<file path="config.mk">
export PLATFORM = sky130hd
export DESIGN_NAME = ajc_nbit_seq_alu
export DESIGN_NICKNAME = d
export VERILOG_FILES = /design/src/rtl/ajc_alu_pkg.sv /design/src/rtl/ajc_nbit_addsub_v.sv /design/src/rtl/ajc_nbit_seq_alu.sv
export SDC_FILE = /design/constraint.sdc
export NUM_CORES = 1
export LEC_CHECK = 0
export CAP_MARGIN = 15
export CORE_MARGIN = 1
export CORE_UTILIZATION = 45
export CTS_CLUSTER_DIAMETER = 150
export DETAILED_ROUTE_END_ITERATION = 6
export DONT_BUFFER_PORTS = 1
export PLACE_DENSITY = 0.7
export SETUP_SLACK_MARGIN = 0.2
export SKIP_LAST_GASP = 1
export SYNTH_ARGS = -nofsm -noshare
export SYNTH_HDL_FRONTEND = slang
export SYNTH_SLANG_ARGS = --single-unit
</file>
<file path="constraint.sdc">
create_clock -name Clock -period 5.51 [get_ports Clock]
set_clock_uncertainty 0.15 [all_clocks]
set_input_delay 1.102 -clock Clock [delete_from_list [all_inputs] [get_ports Clock]]
set_output_delay 1.102 -clock Clock [all_outputs]
set_load 0.01 [all_outputs]
</file>
<file path="src/rtl/ajc_alu_pkg.sv">
// Shared definitions for the sequential ALU: function codes, FSM state encoding
// and flag bit positions inside the {C,N,V,Z} flag word.
package ajc_alu_pkg;

    localparam logic [3:0] FN_ADD    = 4'b0000;
    localparam logic [3:0] FN_ADC    = 4'b0001;
    localparam logic [3:0] FN_SUB    = 4'b0010;
    localparam logic [3:0] FN_ADDK   = 4'b0011;
    localparam logic [3:0] FN_AND    = 4'b0100;
    localparam logic [3:0] FN_OR     = 4'b0101;
    localparam logic [3:0] FN_XOR    = 4'b0110;
    localparam logic [3:0] FN_NOT    = 4'b0111;
    localparam logic [3:0] FN_SHL    = 4'b1000;
    localparam logic [3:0] FN_SHR    = 4'b1001;
    localparam logic [3:0] FN_ASR    = 4'b1010;
    localparam logic [3:0] FN_ROR    = 4'b1011;
    localparam logic [3:0] FN_MULLO  = 4'b1100;
    localparam logic [3:0] FN_MULHI  = 4'b1101;
    localparam logic [3:0] FN_CONST0 = 4'b1110;
    localparam logic [3:0] FN_CONST1 = 4'b1111;

    typedef enum logic [1:0] {
        ST_IDLE  = 2'd0,
        ST_SHIFT = 2'd1,
        ST_MUL   = 2'd2,
        ST_FIN   = 2'd3
    } state_t;

    localparam int FLG_C = 3;
    localparam int FLG_N = 2;
    localparam int FLG_V = 1;
    localparam int FLG_Z = 0;

    function automatic logic is_shift(input logic [3:0] fn);
        return fn[3:2] == 2'b10;
    endfunction

    function automatic logic is_mul(input logic [3:0] fn);
        return fn[3:1] == 3'b110;
    endfunction

endpackage

</file>
<file path="src/rtl/ajc_nbit_addsub_v.sv">
// Combinational WIDTH-bit adder/subtractor; subtraction is a + ~b + 1, so
// cout=1 on a subtract means no borrow.
module ajc_nbit_addsub_v
    import ajc_alu_pkg::*;
#(
    parameter int WIDTH = 8
) (
    input  logic [WIDTH-1:0] a_i,
    input  logic [WIDTH-1:0] b_i,
    input  logic             cin_i,
    input  logic             sub_i,
    output logic [WIDTH-1:0] sum_o,
    output logic             cout_o,
    output logic             ovf_o
);

    logic [WIDTH-1:0] b_eff;
    logic [WIDTH:0]   full;

    always_comb begin
        b_eff = sub_i ? ~b_i : b_i;
        full  = {1'b0, a_i} + {1'b0, b_eff} + {{WIDTH{1'b0}}, (sub_i | cin_i)};
    end

    assign sum_o  = full[WIDTH-1:0];
    assign cout_o = full[WIDTH];
    assign ovf_o  = (a_i[WIDTH-1] == b_eff[WIDTH-1]) && (full[WIDTH-1] != a_i[WIDTH-1]);

endmodule

</file>
<file path="src/rtl/ajc_nbit_seq_alu.sv">
// Registered multi-cycle ALU with Start/Busy/Done handshake: single-cycle
// arith/logic/const, one-bit-per-cycle shifts and a shift-add unsigned multiply.
module ajc_nbit_seq_alu
    import ajc_alu_pkg::*;
#(
    parameter int WIDTH = 8,
    parameter int K_W   = 2
) (
    input  logic             Clock,
    input  logic             Resetn,
    input  logic             Start,
    input  logic [3:0]       Func_Sel,
    input  logic [WIDTH-1:0] Operand_X,
    input  logic [WIDTH-1:0] Operand_Y,
    input  logic [K_W-1:0]   Const_K,
    input  logic             Cin,
    output logic             Busy,
    output logic             Done,
    output logic [WIDTH-1:0] ALU_Result,
    output logic [3:0]       ALU_CNVZ
);

    localparam int SH_W  = $clog2(WIDTH);
    localparam int CNT_W = $clog2(WIDTH + 1);

    state_t             state_q, state_d;
    logic [3:0]         fn_q, fn_d;
    logic [WIDTH-1:0]   x_q, x_d, y_q, y_d;
    logic [K_W-1:0]     k_q, k_d;
    logic               cin_q, cin_d;
    logic [CNT_W-1:0]   cnt_q, cnt_d;
    logic [WIDTH-1:0]   sh_q, sh_d;
    logic               shc_q, shc_d;
    logic [WIDTH-1:0]   hi_q, hi_d, lo_q, lo_d;
    logic [WIDTH-1:0]   res_q, res_d;
    logic [3:0]         cnvz_q, cnvz_d;
    logic               done_q, done_d;

    logic [WIDTH-1:0]   add_a, add_b, add_sum;
    logic               add_cin, add_sub, add_cout, add_ovf;
    logic [WIDTH-1:0]   fin_res;
    logic               fin_c, fin_v;
    logic [SH_W-1:0]    sh_amt;

    // One adder serves both the arithmetic ops in FIN and the MUL accumulate step.
    always_comb begin
        add_a   = x_q;
        add_b   = y_q;
        add_cin = 1'b0;
        add_sub = 1'b0;
        if (state_q == ST_MUL) begin
            add_a = hi_q;
            add_b = lo_q[0] ? x_q : '0;
        end else begin
            case (fn_q)
                FN_ADC:  add_cin = cin_q;
                FN_SUB:  add_sub = 1'b1;
                FN_ADDK: add_b   = WIDTH'(k_q);
                default: ;
            endcase
        end
    end

    ajc_nbit_addsub_v #(.WIDTH(WIDTH)) u_addsub (
        .a_i    (add_a),
        .b_i    (add_b),
        .cin_i  (add_cin),
        .sub_i  (add_sub),
        .sum_o  (add_sum),
        .cout_o (add_cout),
        .ovf_o  (add_ovf)
    );

    always_comb begin
        fin_res = '0;
        fin_c   = 1'b0;
        fin_v   = 1'b0;
        case (fn_q)
            FN_ADD, FN_ADC, FN_SUB, FN_ADDK: begin
                fin_res = add_sum;
                fin_c   = add_cout;
                fin_v   = add_ovf;
            end
            FN_AND:  fin_res = x_q & y_q;
            FN_OR:   fin_res = x_q | y_q;
            FN_XOR:  fin_res = x_q ^ y_q;
            FN_NOT:  fin_res = ~x_q;
            FN_SHL, FN_SHR, FN_ASR, FN_ROR: begin
                fin_res = sh_q;
                fin_c   = shc_q;
            end
            FN_MULLO: begin
                fin_res = lo_q;
                fin_c   = |hi_q;
                fin_v   = |hi_q;
            end
            FN_MULHI:  fin_res = hi_q;
            FN_CONST1: fin_res = '1;
            default:   fin_res = '0;
        endcase
    end

    assign sh_amt = Operand_Y[SH_W-1:0];

    always_comb begin
        state_d = state_q;
        fn_d    = fn_q;
        x_d     = x_q;
        y_d     = y_q;
        k_d     = k_q;
        cin_d   = cin_q;
        cnt_d   = cnt_q;
        sh_d    = sh_q;
        shc_d   = shc_q;
        hi_d    = hi_q;
        lo_d    = lo_q;
        res_d   = res_q;
        cnvz_d  = cnvz_q;
        done_d  = 1'b0;
        case (state_q)
            ST_IDLE: begin
                // A Start arriving in the Done cycle is dropped, giving latency+1 throughput.
                if (Start && !done_q) begin
                    fn_d  = Func_Sel;
                    x_d   = Operand_X;
                    y_d   = Operand_Y;
                    k_d   = Const_K;
                    cin_d = Cin;
                    sh_d  = Operand_X;
                    shc_d = 1'b0;
                    hi_d  = '0;
                    lo_d  = Operand_Y;
                    if (is_shift(Func_Sel)) begin
                        cnt_d   = CNT_W'(sh_amt);
                        state_d = (sh_amt == '0) ? ST_FIN : ST_SHIFT;
                    end else if (is_mul(Func_Sel)) begin
                        cnt_d   = CNT_W'(WIDTH);
                        state_d = ST_MUL;
                    end else begin
                        state_d = ST_FIN;
                    end
                end
            end
            ST_SHIFT: begin
                case (fn_q)
                    FN_SHL: begin
                        shc_d = sh_q[WIDTH-1];
                        sh_d  = {sh_q[WIDTH-2:0], 1'b0};
                    end
                    FN_SHR: begin
                        shc_d = sh_q[0];
                        sh_d  = {1'b0, sh_q[WIDTH-1:1]};
                    end
                    FN_ASR: begin
                        shc_d = sh_q[0];
                        sh_d  = {sh_q[WIDTH-1], sh_q[WIDTH-1:1]};
                    end
                    default: begin
                        shc_d = sh_q[0];
                        sh_d  = {sh_q[0], sh_q[WIDTH-1:1]};
                    end
                endcase
                cnt_d = cnt_q - 1'b1;
                if (cnt_q == CNT_W'(1)) state_d = ST_FIN;
            end
            ST_MUL: begin
                // {cout, sum, lo} shifted right one place; lo holds the unconsumed multiplier bits.
                hi_d  = {add_cout, add_sum[WIDTH-1:1]};
                lo_d  = {add_sum[0], lo_q[WIDTH-1:1]};
                cnt_d = cnt_q - 1'b1;
                if (cnt_q == CNT_W'(1)) state_d = ST_FIN;
            end
            ST_FIN: begin
                res_d         = fin_res;
                cnvz_d[FLG_C] = fin_c;
                cnvz_d[FLG_N] = fin_res[WIDTH-1];
                cnvz_d[FLG_V] = fin_v;
                cnvz_d[FLG_Z] = (fin_res == '0);
                done_d        = 1'b1;
                state_d       = ST_IDLE;
            end
            default: state_d = ST_IDLE;
        endcase
    end

    always_ff @(posedge Clock or negedge Resetn) begin
        if (!Resetn) begin
            state_q <= ST_IDLE;
        end else begin
            state_q <= state_d;
        end
    end

    always_ff @(posedge Clock or negedge Resetn) begin
        if (!Resetn) begin
            fn_q   <= '0;
            x_q    <= '0;
            y_q    <= '0;
            k_q    <= '0;
            cin_q  <= 1'b0;
            cnt_q  <= '0;
            sh_q   <= '0;
            shc_q  <= 1'b0;
            hi_q   <= '0;
            lo_q   <= '0;
            res_q  <= '0;
            cnvz_q <= '0;
            done_q <= 1'b0;
        end else begin
            fn_q   <= fn_d;
            x_q    <= x_d;
            y_q    <= y_d;
            k_q    <= k_d;
            cin_q  <= cin_d;
            cnt_q  <= cnt_d;
            sh_q   <= sh_d;
            shc_q  <= shc_d;
            hi_q   <= hi_d;
            lo_q   <= lo_d;
            res_q  <= res_d;
            cnvz_q <= cnvz_d;
            done_q <= done_d;
        end
    end

    assign Busy       = (state_q != ST_IDLE);
    assign Done       = done_q;
    assign ALU_Result = res_q;
    assign ALU_CNVZ   = cnvz_q;

endmodule

</file>
==> summary.txt <==
Synth
  – Leading post-synthesis cells by cell area: dfrtp_1, ha_1, nand2_1, o21ai_0, mux2i_1
  – Post-synthesis register bit count: 66
  – Post-synth EDFFs: 0
  – Count of mapped cells out of synthesis: 525
  – Synth Cell Area: about 4500 sq um
  – Syn Area/Cell: approximately 8.6 sq um
  – Syn_nets: 582
  – Ys Warns: 0
  – Cell variety after synth: 63
  – Register area share after synthesis: 36.7%
  – Synth async-reset ratio: 100%
  – Post-synth top area cell: dfrtp_1
  – Top_reg_cell synth: dfrtp_1
  – Synth top area share: 36.7%

Worst hold path
  – Min-Delay Path Class: primary input to async pin

Setup path
  – Setup crit start kind: register
  – CP Capture Type: register
  – Worst path required time: 5610 ps
  – Setup Crit Path Kind: register to register
  – CP Max Fanout: 25
  – R2R Setup Slk: between 1000 and 1500 ps
  – CP arrival: 4430 ps
  – Length in cells of the worst reg-to-reg path: 15

STA
  – Period utilization: 78.6%
  – Fmax: around 230 MHz
  – Slew Limit Fails: 0
  – RSZ-0062 raised after global routing: false
  – Total Neg Setup Slack: 0 ps
  – Hold Slack: 280 ps
  – Fin crit period: 4330 ps
  – Final setup viols: 0
  – Rel. slew slack: 25.6%
  – Hold violation count in the final report: 0
  – Worst-margin pin slew: 1090 ps

Route
  – DR iter-0 viols: between 300 and 400
  – Post-route DRC: 0
  – Avg WL per Cell: 19.8 microns
  – Vias post-DR: about 3800
  – Vias per Instance: 5.86
  – Routed wire length: around 13000 microns
  – DR pass1 iterations: 5
  – Post-route ant nets: 0

Global routing
  – Largest net degree at the start of global routing: 67
  – Global-route usage over all layers: 26.1%
  – First-pass GRT wire length: approximately 20000 microns
  – Gr ovfl total: 0
  – Antenna violations before repair: 0
  – Vias in the first global route: 3564

Die
  – Die H: between 100 and 150 microns
  – Die area: 10400 sq um
  – Io pins: 40
  – Starting density of the core: a little under half
  – Core Area: ~9700 sq um
  – Die width: 102 microns
  – # rows: 36

Clocking
  – Cts repair resizes: 0
  – CTS root buf: clkbuf_8
  – TritonCTS clock tree: done
  – CTS Sinks: 66
  – TritonCTS buffer count: 9
  – Clock Latency Late Sink: 370 ps
  – CTS H-Tree Depth: 3
  – Maximum clock insertion buffer count: 2
  – Hold_buf cts: 0
  – Worst-path clk slew: about 80 ps
  – Setup bufs post-CTS: 0

Place
  – GP Congestion: ~1.0
  – Post-DP HPWL: between 10000 and 15000 microns
  – IO Port Bufs: 0

Cells and area
  – Antenna diode count: 0
  – Seq. cell area: 1650 sq um
  – Multi-input logic area: 2570 sq um
  – P&R area growth vs syn: 6.73%
  – Nets@finish: 571
  – Layout fillers: 962
  – Share of cells above drive strength 1: 8.29%

Job
  – Max-cap check violation count: 0

Status
  – Outcome: completed
-- cell usage in the layout (no fill, tap or decap), types with 9 or more instances in the layout --
cell type	count
ha_1	29
nand2_1	91
a21oi_1	20
buf_4	9
dfrtp_1	66
mux2i_1	15
o21ai_0	65
mux2_2	9
inv_1	34
nor2_1	28
clkbuf_8	10
-- cells by family after synthesis --
| kind of cell | synth area share, % |
|---|---|
| xor+xnor | 2.34 |
| buf+inv | 6.28 |
| flops | 36.7 |
| compound gates | 21.1 |
| mux | 6.42 |
| fa+ha+maj | 8.95 |
| simple gates | 18.2 |
-- final timing paths --
path                       startpoint           to
min                            Resetn     cnt_q[3]
min reg2reg                     shc_q        shc_q
max                        state_q[0]  ALU_CNVZ[0]
min in group Clock              shc_q        shc_q
max in group asynchronous      Resetn      fn_q[1]
max reg2reg                state_q[0]  ALU_CNVZ[0]
-- state kept, by name, indices dropped and copies added (netlist names), 7 cells and up --
register,flops
sh_q,8
hi_q,8
ALU_Result,7
x_q,8
y_q,8
lo_q,8
-- worst max-delay path, cell delays in order (launching register included) --
cell      delay, ps
dfrtp_1         410
inv_1           110
ha_1            190
buf_4           250
and2_1          320
nand2_1          80
o21ai_0         110
xnor2_1         120
fa_1            460
fa_1            420
a211oi_1        360
nor2_1          110
xnor2_1         210
o211ai_1        140
or4b_1          550
o41ai_2         230
-- routing by layer --
metal  wire length [microns]  GRT usage, %  share of wire, %  up-vias
met2                    6150          41.8                48      135
met5                       0             0                 0        -
met4                     374          9.78               2.9        0
met3                     711          4.99               5.5       26
li1                        -             -                 -     1818
met1                    5700          34.8                44     1844
-- Yosys cell counts (3+ instances only) --
library cell / n
nand2b_1: 8
a22oi_1: 6
a31oi_1: 6
o21ai_0: 65
nor3b_1: 6
buf_1: 5
buf_2: 7
clkbuf_1: 14
a22o_1: 4
nand2_1: 91
nor2_1: 28
a211oi_1: 4
and2_1: 6
dfrtp_1: 66
a221oi_1: 3
nand3_1: 6
o221ai_1: 4
nor2b_1: 7
a21oi_1: 20
inv_1: 34
nand3b_1: 4
ha_1: 29
mux2_2: 9
nor3_1: 9
xor2_1: 6
mux2i_1: 15
buf_4: 3
xnor2_1: 6
o22ai_1: 4
o211ai_1: 8
-- cell type report --
type                       count  area share [%]
multi-input combinational    394            53.5
sequential                    66            34.4
tap                          133            3.46
clock buffer                  11            2.94
inverter                      34            2.66
clock inverter                 5            1.62
timing repair buffer           9            1.41
-- through the flow --
stage / cell area (sq um) / utilization (%) / std cells / setup WS [ps]
final: 4800 / 49.4 / 652 / 1180
after CTS: 4800 / 49.4 / 652 / 1170
after global routing: 4800 / 49.4 / 652 / 843
after floorplan: 4500 / - / 525 / 1410
after detailed placement: 4580 / 47.1 / 636 / 1220
after global placement: 4580 / 47.1 / 636 / 1310
Power is left out: the tool's default activity adds up to more than one toggle a clock period on the data nets, which glitch-free logic cannot reach.
